## src/rtl/fc_layer_nlane_requant.sv

```systemverilog
// fc_layer_nlane_requant: fully-connected int8 layer over packed BRAM words.
// Each neuron streams WORDS activation/weight words and multiplies LANES
// uint8 x int8 pairs per word. It accumulates into a signed ACC_WIDTH
// register, adds the neuron bias, requantizes with an arithmetic right
// shift and a clamp, and writes one sign-extended result word per neuron.
// Optional feature macro: FC_LAYER_RELU_EN narrows the clamp to [0,127].
module fc_layer_nlane_requant #(
  parameter int DATA_WIDTH  = 32,
  parameter int ADDR_WIDTH  = 12,
  parameter int LANES       = DATA_WIDTH / 8,
  parameter int INPUT_SIZE  = 16,
  parameter int OUTPUT_SIZE = 10,
  parameter int SHIFT       = 0,
  parameter int ACC_WIDTH   = 32
) (
  input  logic                  clk,
  input  logic                  reset,
  input  logic                  i_run,
  output logic                  ce_input,
  output logic                  we_input,
  output logic [ADDR_WIDTH-1:0] addr_input,
  output logic [DATA_WIDTH-1:0] din_input,
  input  logic [DATA_WIDTH-1:0] qout_input,
  output logic                  ce_weight,
  output logic                  we_weight,
  output logic [ADDR_WIDTH-1:0] addr_weight,
  output logic [DATA_WIDTH-1:0] din_weight,
  input  logic [DATA_WIDTH-1:0] qout_weight,
  output logic                  ce_bias,
  output logic                  we_bias,
  output logic [ADDR_WIDTH-1:0] addr_bias,
  output logic [DATA_WIDTH-1:0] din_bias,
  input  logic [DATA_WIDTH-1:0] qout_bias,
  output logic                  ce_output,
  output logic                  we_output,
  output logic [ADDR_WIDTH-1:0] addr_output,
  output logic [DATA_WIDTH-1:0] din_output,
  input  logic [DATA_WIDTH-1:0] qout_output,
  output logic                  o_busy,
  output logic                  layer_done
);

  localparam int WORDS = INPUT_SIZE / LANES;
  localparam logic [ADDR_WIDTH-1:0] LAST_K = ADDR_WIDTH'(WORDS - 1);
  localparam logic [ADDR_WIDTH-1:0] LAST_N = ADDR_WIDTH'(OUTPUT_SIZE - 1);
  localparam logic signed [ACC_WIDTH-1:0] Q_MAX = ACC_WIDTH'(32'sd127);
`ifdef FC_LAYER_RELU_EN
  localparam logic signed [ACC_WIDTH-1:0] Q_MIN = ACC_WIDTH'(32'sd0);
`else
  localparam logic signed [ACC_WIDTH-1:0] Q_MIN = ACC_WIDTH'(-32'sd128);
`endif

  if (INPUT_SIZE % LANES != 0) begin : g_bad_input_size
    $error("INPUT_SIZE must be a multiple of LANES");
  end
  if (DATA_WIDTH % 8 != 0) begin : g_bad_data_width
    $error("DATA_WIDTH must be a multiple of 8");
  end
  if (longint'(OUTPUT_SIZE) * longint'(WORDS) > (64'sd1 << ADDR_WIDTH)) begin : g_bad_addr_width
    $error("OUTPUT_SIZE*WORDS does not fit in ADDR_WIDTH");
  end

  typedef enum logic [2:0] {
    S_IDLE  = 3'd0,
    S_LOAD  = 3'd1,
    S_DRAIN = 3'd2,
    S_WRITE = 3'd3,
    S_DONE  = 3'd4
  } state_t;

  state_t                       state_r;
  logic [ADDR_WIDTH-1:0]        k_r;
  logic [ADDR_WIDTH-1:0]        n_r;
  logic                         drain_r;
  logic                         rd_vld_r;
  logic                         sum_vld_r;
  logic                         bias_vld_r;
  logic signed [ACC_WIDTH-1:0]  sum_r;
  logic signed [ACC_WIDTH-1:0]  acc_r;
  logic signed [ACC_WIDTH-1:0]  bias_r;

  logic signed [8:0]            act_s [LANES];
  logic signed [7:0]            wt_s  [LANES];
  logic signed [16:0]           prod_s [LANES];
  logic signed [ACC_WIDTH-1:0]  lane_sum_s;
  logic signed [ACC_WIDTH-1:0]  acc_next_s;
  logic signed [ACC_WIDTH-1:0]  biased_s;
  logic signed [ACC_WIDTH-1:0]  shifted_s;
  logic signed [7:0]            q8_s;
  logic [DATA_WIDTH-1:0]        result_s;
  logic                         unused_s;

  // Read ports never write; the result port only writes.
  assign we_input   = 1'b0;
  assign we_weight  = 1'b0;
  assign we_bias    = 1'b0;
  assign din_input  = {DATA_WIDTH{1'b0}};
  assign din_weight = {DATA_WIDTH{1'b0}};
  assign din_bias   = {DATA_WIDTH{1'b0}};
  assign we_output  = 1'b1;
  assign unused_s   = ^qout_output;

  // Lane products: lane 0 is the most significant byte, activation unsigned, weight signed.
  always_comb begin
    lane_sum_s = {ACC_WIDTH{1'b0}};
    for (int i = 0; i < LANES; i++) begin
      act_s[i]   = signed'({1'b0, qout_input[DATA_WIDTH-1-8*i -: 8]});
      wt_s[i]    = signed'(qout_weight[DATA_WIDTH-1-8*i -: 8]);
      prod_s[i]  = 17'(act_s[i]) * 17'(wt_s[i]);
      lane_sum_s = lane_sum_s + ACC_WIDTH'(prod_s[i]);
    end
  end

  // Requantize the accumulator value that lands on the edge entering WRITE.
  always_comb begin
    if (sum_vld_r) begin
      acc_next_s = acc_r + sum_r;
    end else begin
      acc_next_s = acc_r;
    end
    biased_s  = acc_next_s + bias_r;
    shifted_s = biased_s >>> SHIFT;
    if (shifted_s > Q_MAX) begin
      q8_s = Q_MAX[7:0];
    end else if (shifted_s < Q_MIN) begin
      q8_s = Q_MIN[7:0];
    end else begin
      q8_s = shifted_s[7:0];
    end
    result_s = {{(DATA_WIDTH-8){q8_s[7]}}, q8_s};
  end

  // Two-stage MAC pipeline plus bias capture; acc clears on the WRITE edge.
  always_ff @(posedge clk or posedge reset) begin
    if (reset) begin
      rd_vld_r   <= 1'b0;
      sum_vld_r  <= 1'b0;
      bias_vld_r <= 1'b0;
      sum_r      <= {ACC_WIDTH{1'b0}};
      acc_r      <= {ACC_WIDTH{1'b0}};
      bias_r     <= {ACC_WIDTH{1'b0}};
    end else begin
      rd_vld_r   <= ce_input;
      sum_vld_r  <= rd_vld_r;
      bias_vld_r <= ce_bias;
      if (rd_vld_r) begin
        sum_r <= lane_sum_s;
      end
      if (bias_vld_r) begin
        bias_r <= ACC_WIDTH'(signed'(qout_bias));
      end
      if (state_r == S_WRITE) begin
        acc_r <= {ACC_WIDTH{1'b0}};
      end else begin
        acc_r <= acc_next_s;
      end
    end
  end

  // Layer sequencer with registered BRAM controls and status outputs.
  always_ff @(posedge clk or posedge reset) begin
    if (reset) begin
      state_r     <= S_IDLE;
      k_r         <= {ADDR_WIDTH{1'b0}};
      n_r         <= {ADDR_WIDTH{1'b0}};
      drain_r     <= 1'b0;
      ce_input    <= 1'b0;
      addr_input  <= {ADDR_WIDTH{1'b0}};
      ce_weight   <= 1'b0;
      addr_weight <= {ADDR_WIDTH{1'b0}};
      ce_bias     <= 1'b0;
      addr_bias   <= {ADDR_WIDTH{1'b0}};
      ce_output   <= 1'b0;
      addr_output <= {ADDR_WIDTH{1'b0}};
      din_output  <= {DATA_WIDTH{1'b0}};
      o_busy      <= 1'b0;
      layer_done  <= 1'b0;
    end else begin
      case (state_r)
        S_IDLE: begin
          if (i_run) begin
            state_r     <= S_LOAD;
            k_r         <= {ADDR_WIDTH{1'b0}};
            n_r         <= {ADDR_WIDTH{1'b0}};
            ce_input    <= 1'b1;
            addr_input  <= {ADDR_WIDTH{1'b0}};
            ce_weight   <= 1'b1;
            addr_weight <= {ADDR_WIDTH{1'b0}};
            ce_bias     <= 1'b1;
            addr_bias   <= {ADDR_WIDTH{1'b0}};
            o_busy      <= 1'b1;
          end
        end
        S_LOAD: begin
          ce_bias <= 1'b0;
          if (k_r == LAST_K) begin
            state_r   <= S_DRAIN;
            drain_r   <= 1'b0;
            ce_input  <= 1'b0;
            ce_weight <= 1'b0;
          end else begin
            k_r         <= k_r + ADDR_WIDTH'(1);
            addr_input  <= k_r + ADDR_WIDTH'(1);
            addr_weight <= addr_weight + ADDR_WIDTH'(1);
          end
        end
        S_DRAIN: begin
          if (drain_r) begin
            state_r     <= S_WRITE;
            ce_output   <= 1'b1;
            addr_output <= n_r;
            din_output  <= result_s;
          end else begin
            drain_r <= 1'b1;
          end
        end
        S_WRITE: begin
          ce_output <= 1'b0;
          if (n_r == LAST_N) begin
            state_r    <= S_DONE;
            layer_done <= 1'b1;
            o_busy     <= 1'b0;
          end else begin
            state_r     <= S_LOAD;
            n_r         <= n_r + ADDR_WIDTH'(1);
            k_r         <= {ADDR_WIDTH{1'b0}};
            ce_input    <= 1'b1;
            addr_input  <= {ADDR_WIDTH{1'b0}};
            ce_weight   <= 1'b1;
            addr_weight <= addr_weight + ADDR_WIDTH'(1);
            ce_bias     <= 1'b1;
            addr_bias   <= n_r + ADDR_WIDTH'(1);
          end
        end
        S_DONE: begin
          layer_done <= 1'b0;
          state_r    <= S_IDLE;
        end
        default: begin
          state_r <= S_IDLE;
        end
      endcase
    end
  end

endmodule

```

## config.mk

```make
export PLATFORM = sky130hd
export DESIGN_NAME = fc_layer_nlane_requant
export DESIGN_NICKNAME = d
export VERILOG_FILES = /design/src/rtl/fc_layer_nlane_requant.sv
export SDC_FILE = /design/constraint.sdc
export NUM_CORES = 1
export LEC_CHECK = 0
export CORE_ASPECT_RATIO = 1.75
export CORE_UTILIZATION = 30
export DETAILED_ROUTE_END_ITERATION = 8
export SLEW_MARGIN = 20
export SYNTH_ARGS = -nofsm -noshare
export SYNTH_HDL_FRONTEND = slang
export SYNTH_SLANG_ARGS = --single-unit
export TNS_END_PERCENT = 20
```

## constraint.sdc

```tcl
create_clock -name clk -period 15.2 [get_ports clk]
set_input_delay 3.04 -clock clk [delete_from_list [all_inputs] [get_ports clk]]
set_output_delay 3.04 -clock clk [all_outputs]
set_load 0.1 [all_outputs]
```

After elaboration in Yosys (flattened, before gate mapping)
Index checks and enable logic that the tools add are counted.
W data, S select, Z words.
{"block": "word_totals", "ff_bits": 164, "input_bits": 131, "out_inout_bits": 186, "word_cells": 90}
{"block": "op_classes", "addsub": 8, "multipliers": 4, "order_cmp": 2, "n_eq_ne": 12, "n_mux": 30, "n_reduce_logical": 16}
{"cell": "$mux W12", "count": 6}
{"cell": "$pmux W12 S3", "count": 2}
{"cell": "$mul A9 B8 Y17", "count": 4}
{"cell": "$add A32 B32 Y32", "count": 2}
{"cell": "$mux W32", "count": 2}
{"cell": "$add A12 B1 Y12 const B", "count": 3}
{"cell": "$gt A32 B8 Y1 const B", "count": 1}
{"cell": "$lt A32 B8 Y1 const B", "count": 1}
{"cell": "$pmux W12 S2", "count": 1}
{"cell": "$add A19 B17 Y20", "count": 1}
{"cell": "$add A18 B17 Y19", "count": 1}
{"cell": "$add A17 B17 Y18", "count": 1}
{"cell": "$mux W8", "count": 2}
{"cell": "$eq A12 B2 Y1 const B", "count": 1}
{"cell": "$eq A12 B4 Y1 const B", "count": 1}
{"cell": "$mux W3", "count": 4}
{"cell": "$pmux W3 S4", "count": 1}
{"cell": "$reduce_and A3 Y1", "count": 4}
{"cell": "$ne A2 B2 Y1 const B", "count": 5}
{"cell": "$pmux W1 S2", "count": 4}
{"cell": "$reduce_and A2 Y1", "count": 4}
{"cell": "$reduce_and A4 Y1", "count": 2}
{"cell": "$reduce_bool A2 Y1", "count": 4}
{"cell": "$eq A3 B2 Y1 const B", "count": 2}
{"cell": "other kinds (7)", "count": 13}

Logic depth before layout (Yosys ltp)
{"block": "logic_depth", "ltp_word": 6, "ltp_mapped": 28, "mapped_depth_nobuf": 28}

Worst setup path before layout
Ideal clock, no wire load.
{"block": "synth_path", "kind": "input to register", "startpoint": "input qout_input[25]", "endpoint": "register sum_r[18]", "setup_ns": 0.125, "arrival_ns": 9.829, "required_time_ns": 15.075, "path_slack_ns": 5.246, "stages": 24, "n_path_buf": 0, "path_cell_list": "and2_1 -> fa_1 -> inv_1 -> fa_1 -> fa_1 -> fa_1 -> fa_1 -> inv_1 -> fa_1 -> inv_1 -> fa_1 -> inv_1 -> fa_1 -> ha_1 -> a21oi_1 -> o21bai_1 -> a21oi_1 -> o21bai_1 -> a211o_1 -> a2111oi_0 -> o311ai_0 -> a21oi_1 -> xnor2_1 -> mux2_2"}
{"block": "synth_via", "elab_chain_cells": 4}
{"item": "start, declared", "line": "23", "rtl": "input logic [DATA_WIDTH-1:0] qout_input,"}
{"item": "$mul A9 B8 Y17", "line": "109", "rtl": "prod_s[i] = 17'(act_s[i]) * 17'(wt_s[i]);"}
{"item": "$add A17 B17 Y18", "line": "110", "rtl": "lane_sum_s = lane_sum_s + ACC_WIDTH'(prod_s[i]);"}
{"item": "$add A18 B17 Y19", "line": "110"}
{"item": "$add A19 B17 Y20", "line": "110"}
{"item": "end signal, assigned", "line": "139", "rtl": "sum_r <= {ACC_WIDTH{1'b0}};"}
{"item": "end signal, assigned", "line": "147", "rtl": "sum_r <= lane_sum_s;"}
{"item": "end, declared", "line": "78", "rtl": "logic signed [ACC_WIDTH-1:0] sum_r;"}
Every way passes these cells.
A chain may end at the register's enable or synchronous reset.

Worst setup path in the final report
{"block": "layout_path", "startpoint": "input qout_weight[28]", "endpoint": "register sum_r[18]"}
{"block": "layout_via", "elab_chain_cells": 4}
{"item": "start, declared", "line": "28", "rtl": "input logic [DATA_WIDTH-1:0] qout_weight,"}
{"item": "$mul A9 B8 Y17", "line": "109"}
{"item": "$add A17 B17 Y18", "line": "110"}
{"item": "$add A18 B17 Y19", "line": "110"}
{"item": "$add A19 B17 Y20", "line": "110"}
Every way passes these cells.

==> metrics.txt <==
# TYPE chip_impl_metric gauge
chip_impl_metric{name="ioPinCount",unit=""} 317
chip_impl_info{name="root_buffer",value="sky130_fd_sc_hd__clkbuf_16"} 1
chip_impl_info{name="min_to",value="bias_vld_r"} 1
chip_impl_metric{name="buffer_ports.inserted",unit=""} 184
chip_impl_info{name="start_kind",value="input pin"} 1
chip_impl_metric{name="period_share",unit=""} 0.7351
chip_impl_metric{name="fp.dieArea",unit="um2"} 69550
chip_impl_metric{name="final_nets",unit=""} 2962
chip_impl_metric{name="r2r.worst_path.cells",unit=""} 25
chip_impl_metric{name="synth_enable_flop_cells",unit=""} 0
chip_impl_info{name="synth_common_cells",value="sky130_fd_sc_hd__inv_1, sky130_fd_sc_hd__fa_1, sky130_fd_sc_hd__ha_1"} 1
chip_impl_metric{name="grt_first_pass_wirelength",unit="mm"} 86.06
chip_impl_metric{name="worstHoldPathCells",unit=""} 0
chip_impl_metric{name="synth_largest_type_area_fraction",unit=""} 0.2300
chip_impl_metric{name="worst_path_max_fanout",unit=""} 8
chip_impl_metric{name="detailedRoute.firstIterationViolations",unit=""} 495
chip_impl_metric{name="crit_required",unit="ns"} 15.53
chip_impl_metric{name="synth-seq-area-share",unit=""} 0.1852
chip_impl_metric{name="drtAntennaViolNets",unit=""} 0
chip_impl_metric{name="core.rowCount",unit=""} 126
chip_impl_metric{name="final_period_minus_worst_setup_slack",unit="ns"} 11.17
chip_impl_metric{name="cts_resized",unit=""} 0
chip_impl_metric{name="worstSkewPairLatency",unit="ns"} 0.44
chip_impl_metric{name="async_flop_share",unit=""} 1.000
chip_impl_info{name="grt_setup_unrepaired",value="false"} 1
chip_impl_metric{name="die_width",unit="um"} 199.8
chip_impl_metric{name="routedWlPerCell",unit="um"} 16.12
chip_impl_info{name="run_status",value="finished clean"} 1
chip_impl_info{name="crit_path_end_kind",value="register"} 1
chip_impl_metric{name="syn-mean-instance-area",unit="um2"} 9.231
chip_impl_metric{name="netlist_area_before_placement",unit="um2"} 20540
chip_impl_metric{name="timing.setup.tns",unit="ns"} 0
chip_impl_metric{name="maxClockFrequency",unit="MHz"} 89.50
chip_impl_metric{name="clk_path_buf_depth",unit=""} 2
chip_impl_metric{name="cp_data_arrival_time",unit="ns"} 11.50
chip_impl_metric{name="grt_usage",unit=""} 0.1592
chip_impl_metric{name="max-slew-margin-rel",unit=""} 0.2861
chip_impl_metric{name="detail_route.vias_per_cell",unit=""} 4.675
chip_impl_metric{name="report.final.slew_viol_count",unit=""} 0
chip_impl_metric{name="post-route-util",unit=""} 0.3474
chip_impl_metric{name="finClkSkew",unit="ns"} 0.007742
chip_impl_metric{name="drive_above_1_share",unit=""} 0.05614
chip_impl_metric{name="postCtsSetupBuffers",unit=""} 0
chip_impl_info{name="rr_endpoint",value="din_output[2]"} 1
chip_impl_metric{name="timing.final.hold_violations",unit=""} 0
chip_impl_metric{name="first_pass_iters",unit=""} 6
chip_impl_info{name="synth_top_cell_by_area",value="sky130_fd_sc_hd__fa_1"} 1
chip_impl_metric{name="clock_sinks",unit=""} 152
chip_impl_info{name="tritoncts",value="built"} 1
chip_impl_metric{name="core_outline_area",unit="um2"} 67630
chip_impl_metric{name="wirelength",unit="mm"} 52.97
chip_impl_metric{name="floorplan.die.height",unit="um"} 348.1
chip_impl_metric{name="initial_utilization",unit=""} 0.3037
chip_impl_metric{name="cts.reportedPaths.clkPinSlew",unit="ns"} 0.07
chip_impl_info{name="hold_path.startpoint",value="ce_bias"} 1
chip_impl_metric{name="regToRegSetupSlack",unit="ns"} 8.47
chip_impl_metric{name="via_count_of_the_first_global_routing_pass",unit=""} 16405
chip_impl_metric{name="gate_count_after_technology_mapping",unit=""} 2225
chip_impl_metric{name="fillCellCount",unit=""} 7011
chip_impl_metric{name="cap_violations",unit=""} 0
chip_impl_metric{name="cts_max_level",unit=""} 4
chip_impl_info{name="synth.area.top_cells",value="sky130_fd_sc_hd__fa_1, sky130_fd_sc_hd__dfrtp_1, sky130_fd_sc_hd__ha_1"} 1
chip_impl_metric{name="report.final.setup_viol",unit=""} 0
chip_impl_metric{name="synth_cell_type_count",unit=""} 70
chip_impl_metric{name="grt_antenna_before_repair",unit=""} 3
chip_impl_metric{name="grt_overflow",unit=""} 0
chip_impl_info{name="synthMostInstantiatedCell",value="sky130_fd_sc_hd__inv_1"} 1
chip_impl_info{name="timing.hold.worst.class",value="reg2reg"} 1
chip_impl_metric{name="synth_warnings",unit=""} 0
chip_impl_info{name="ys.flop_type",value="sky130_fd_sc_hd__dfrtp_1"} 1
chip_impl_metric{name="cts_buffers",unit=""} 17
chip_impl_metric{name="via_count",unit=""} 15358
chip_impl_metric{name="grt_start_max_net_pins",unit=""} 81
chip_impl_info{name="timing.rr.start",value="sum_r[0]"} 1
chip_impl_metric{name="holdBufCountCts",unit=""} 0
chip_impl_metric{name="gp_routability_congestion",unit=""} 0.8515
chip_impl_info{name="critical_path_class",value="in2reg"} 1
chip_impl_metric{name="drc",unit=""} 0
chip_impl_metric{name="measured_slew_at_the_worst_slew_check_pin",unit="ns"} 1.068
chip_impl_metric{name="ys_seq_elements",unit=""} 152
chip_impl_metric{name="areaGrowthSynthToFinish",unit="%"} 14.38
chip_impl_metric{name="detailed_place_hpwl",unit="mm"} 44.64
-- metrics by stage --
stage	cell area [um2]	std cells	setup slack, ns	hold slack (ns)
floorplan	20910	2323	5.246	0.3519
global placement	22860	3251	3.532	0.3871
finish	23490	3285	4.027	0.4199
CTS	23480	3283	3.945	0.4096
detailed placement	22860	3251	3.491	0.3935
global route	23490	3283	3.689	0.4220
-- worst max path at each step --
stage / start / to / slack (ns) / cells past startpoint
after floorplan: qout_input[25] / sum_r[18] / 5.25 / 24
after global placement: qout_input[25] / sum_r[18] / 3.53 / 25
after detailed placement: qout_weight[28] / sum_r[18] / 3.49 / 25
after CTS: qout_input[0] / sum_r[18] / 3.95 / 24
after global routing: qout_input[19] / sum_r[18] / 3.69 / 26
final: qout_weight[28] / sum_r[18] / 4.03 / 25
-- cell type report --
type                       instances  area, um2  area share
multi-input combinational       1634      14620      0.6222
clock buffer                      19      452.9     0.01928
clock inverter                    13      165.2    0.007030
tap                              896       1121     0.04772
timing repair buffer             192       1906     0.08111
sequential                       152       3805      0.1620
inverter                         377       1420     0.06045
antenna                            2      5.005   0.0002130
-- kinds of logic after synthesis --
family | synth area share
xor+xnor | 0.03271
simple gates | 0.1596
compound gates | 0.09369
flops | 0.1852
other cells | 0.0003657
fa+ha+maj | 0.3647
mux | 0.04277
buf+inv | 0.1210
-- sequential cells by signal, indices dropped and copies added (netlist names), 8 cells and up --
register,flops
addr_output,12
n_r,12
addr_weight,12
sum_r,20
k_r,12
acc_r,32
din_output,8
bias_r,32
-- critical path, cell delays in order --
cell	delay (ns)
sky130_fd_sc_hd__clkdlybuf4s50_1	0.65
sky130_fd_sc_hd__and2_1	0.28
sky130_fd_sc_hd__fa_1	0.53
sky130_fd_sc_hd__inv_1	0.05
sky130_fd_sc_hd__fa_1	0.50
sky130_fd_sc_hd__fa_1	0.57
sky130_fd_sc_hd__fa_1	0.44
sky130_fd_sc_hd__fa_1	0.51
sky130_fd_sc_hd__inv_1	0.05
sky130_fd_sc_hd__fa_1	0.47
sky130_fd_sc_hd__inv_1	0.06
sky130_fd_sc_hd__fa_1	0.54
sky130_fd_sc_hd__inv_1	0.06
sky130_fd_sc_hd__fa_1	0.50
sky130_fd_sc_hd__ha_1	0.36
sky130_fd_sc_hd__a21oi_1	0.23
sky130_fd_sc_hd__o21bai_1	0.09
sky130_fd_sc_hd__a21oi_1	0.24
sky130_fd_sc_hd__o21bai_1	0.12
sky130_fd_sc_hd__a211o_1	0.33
sky130_fd_sc_hd__a2111oi_0	0.84
sky130_fd_sc_hd__o311ai_0	0.33
sky130_fd_sc_hd__a21oi_1	0.24
sky130_fd_sc_hd__xnor2_1	0.16
sky130_fd_sc_hd__mux2_2	0.30
-- layout by cell type (no fill, tap or decap), types with 30 or more instances in the layout --
cell type,synthesis,routed
sky130_fd_sc_hd__o21ai_0,76,76
sky130_fd_sc_hd__fa_1,236,236
sky130_fd_sc_hd__nand2_1,168,168
sky130_fd_sc_hd__mux2_2,70,70
sky130_fd_sc_hd__xor2_1,36,36
sky130_fd_sc_hd__and2_1,185,185
sky130_fd_sc_hd__inv_1,377,376
sky130_fd_sc_hd__nor2_1,88,88
sky130_fd_sc_hd__xnor2_1,38,38
sky130_fd_sc_hd__conb_1,2,100
sky130_fd_sc_hd__clkdlybuf4s50_1,0,184
sky130_fd_sc_hd__a21o_1,30,30
sky130_fd_sc_hd__dfrtp_1,152,151
sky130_fd_sc_hd__a21oi_1,80,80
sky130_fd_sc_hd__ha_1,221,221
-- metal layers --
layer	vias up	global-route usage	wire length [um]
li1	7283	-	-
met1	7577	0.1661	19420
met2	393	0.3127	29820
met3	105	0.01971	2052
met4	0	0.06278	1681
met5	-	0	0
Power is left out: the tool's default activity adds up to more than one toggle a clock period on the data nets, which glitch-free logic cannot reach.
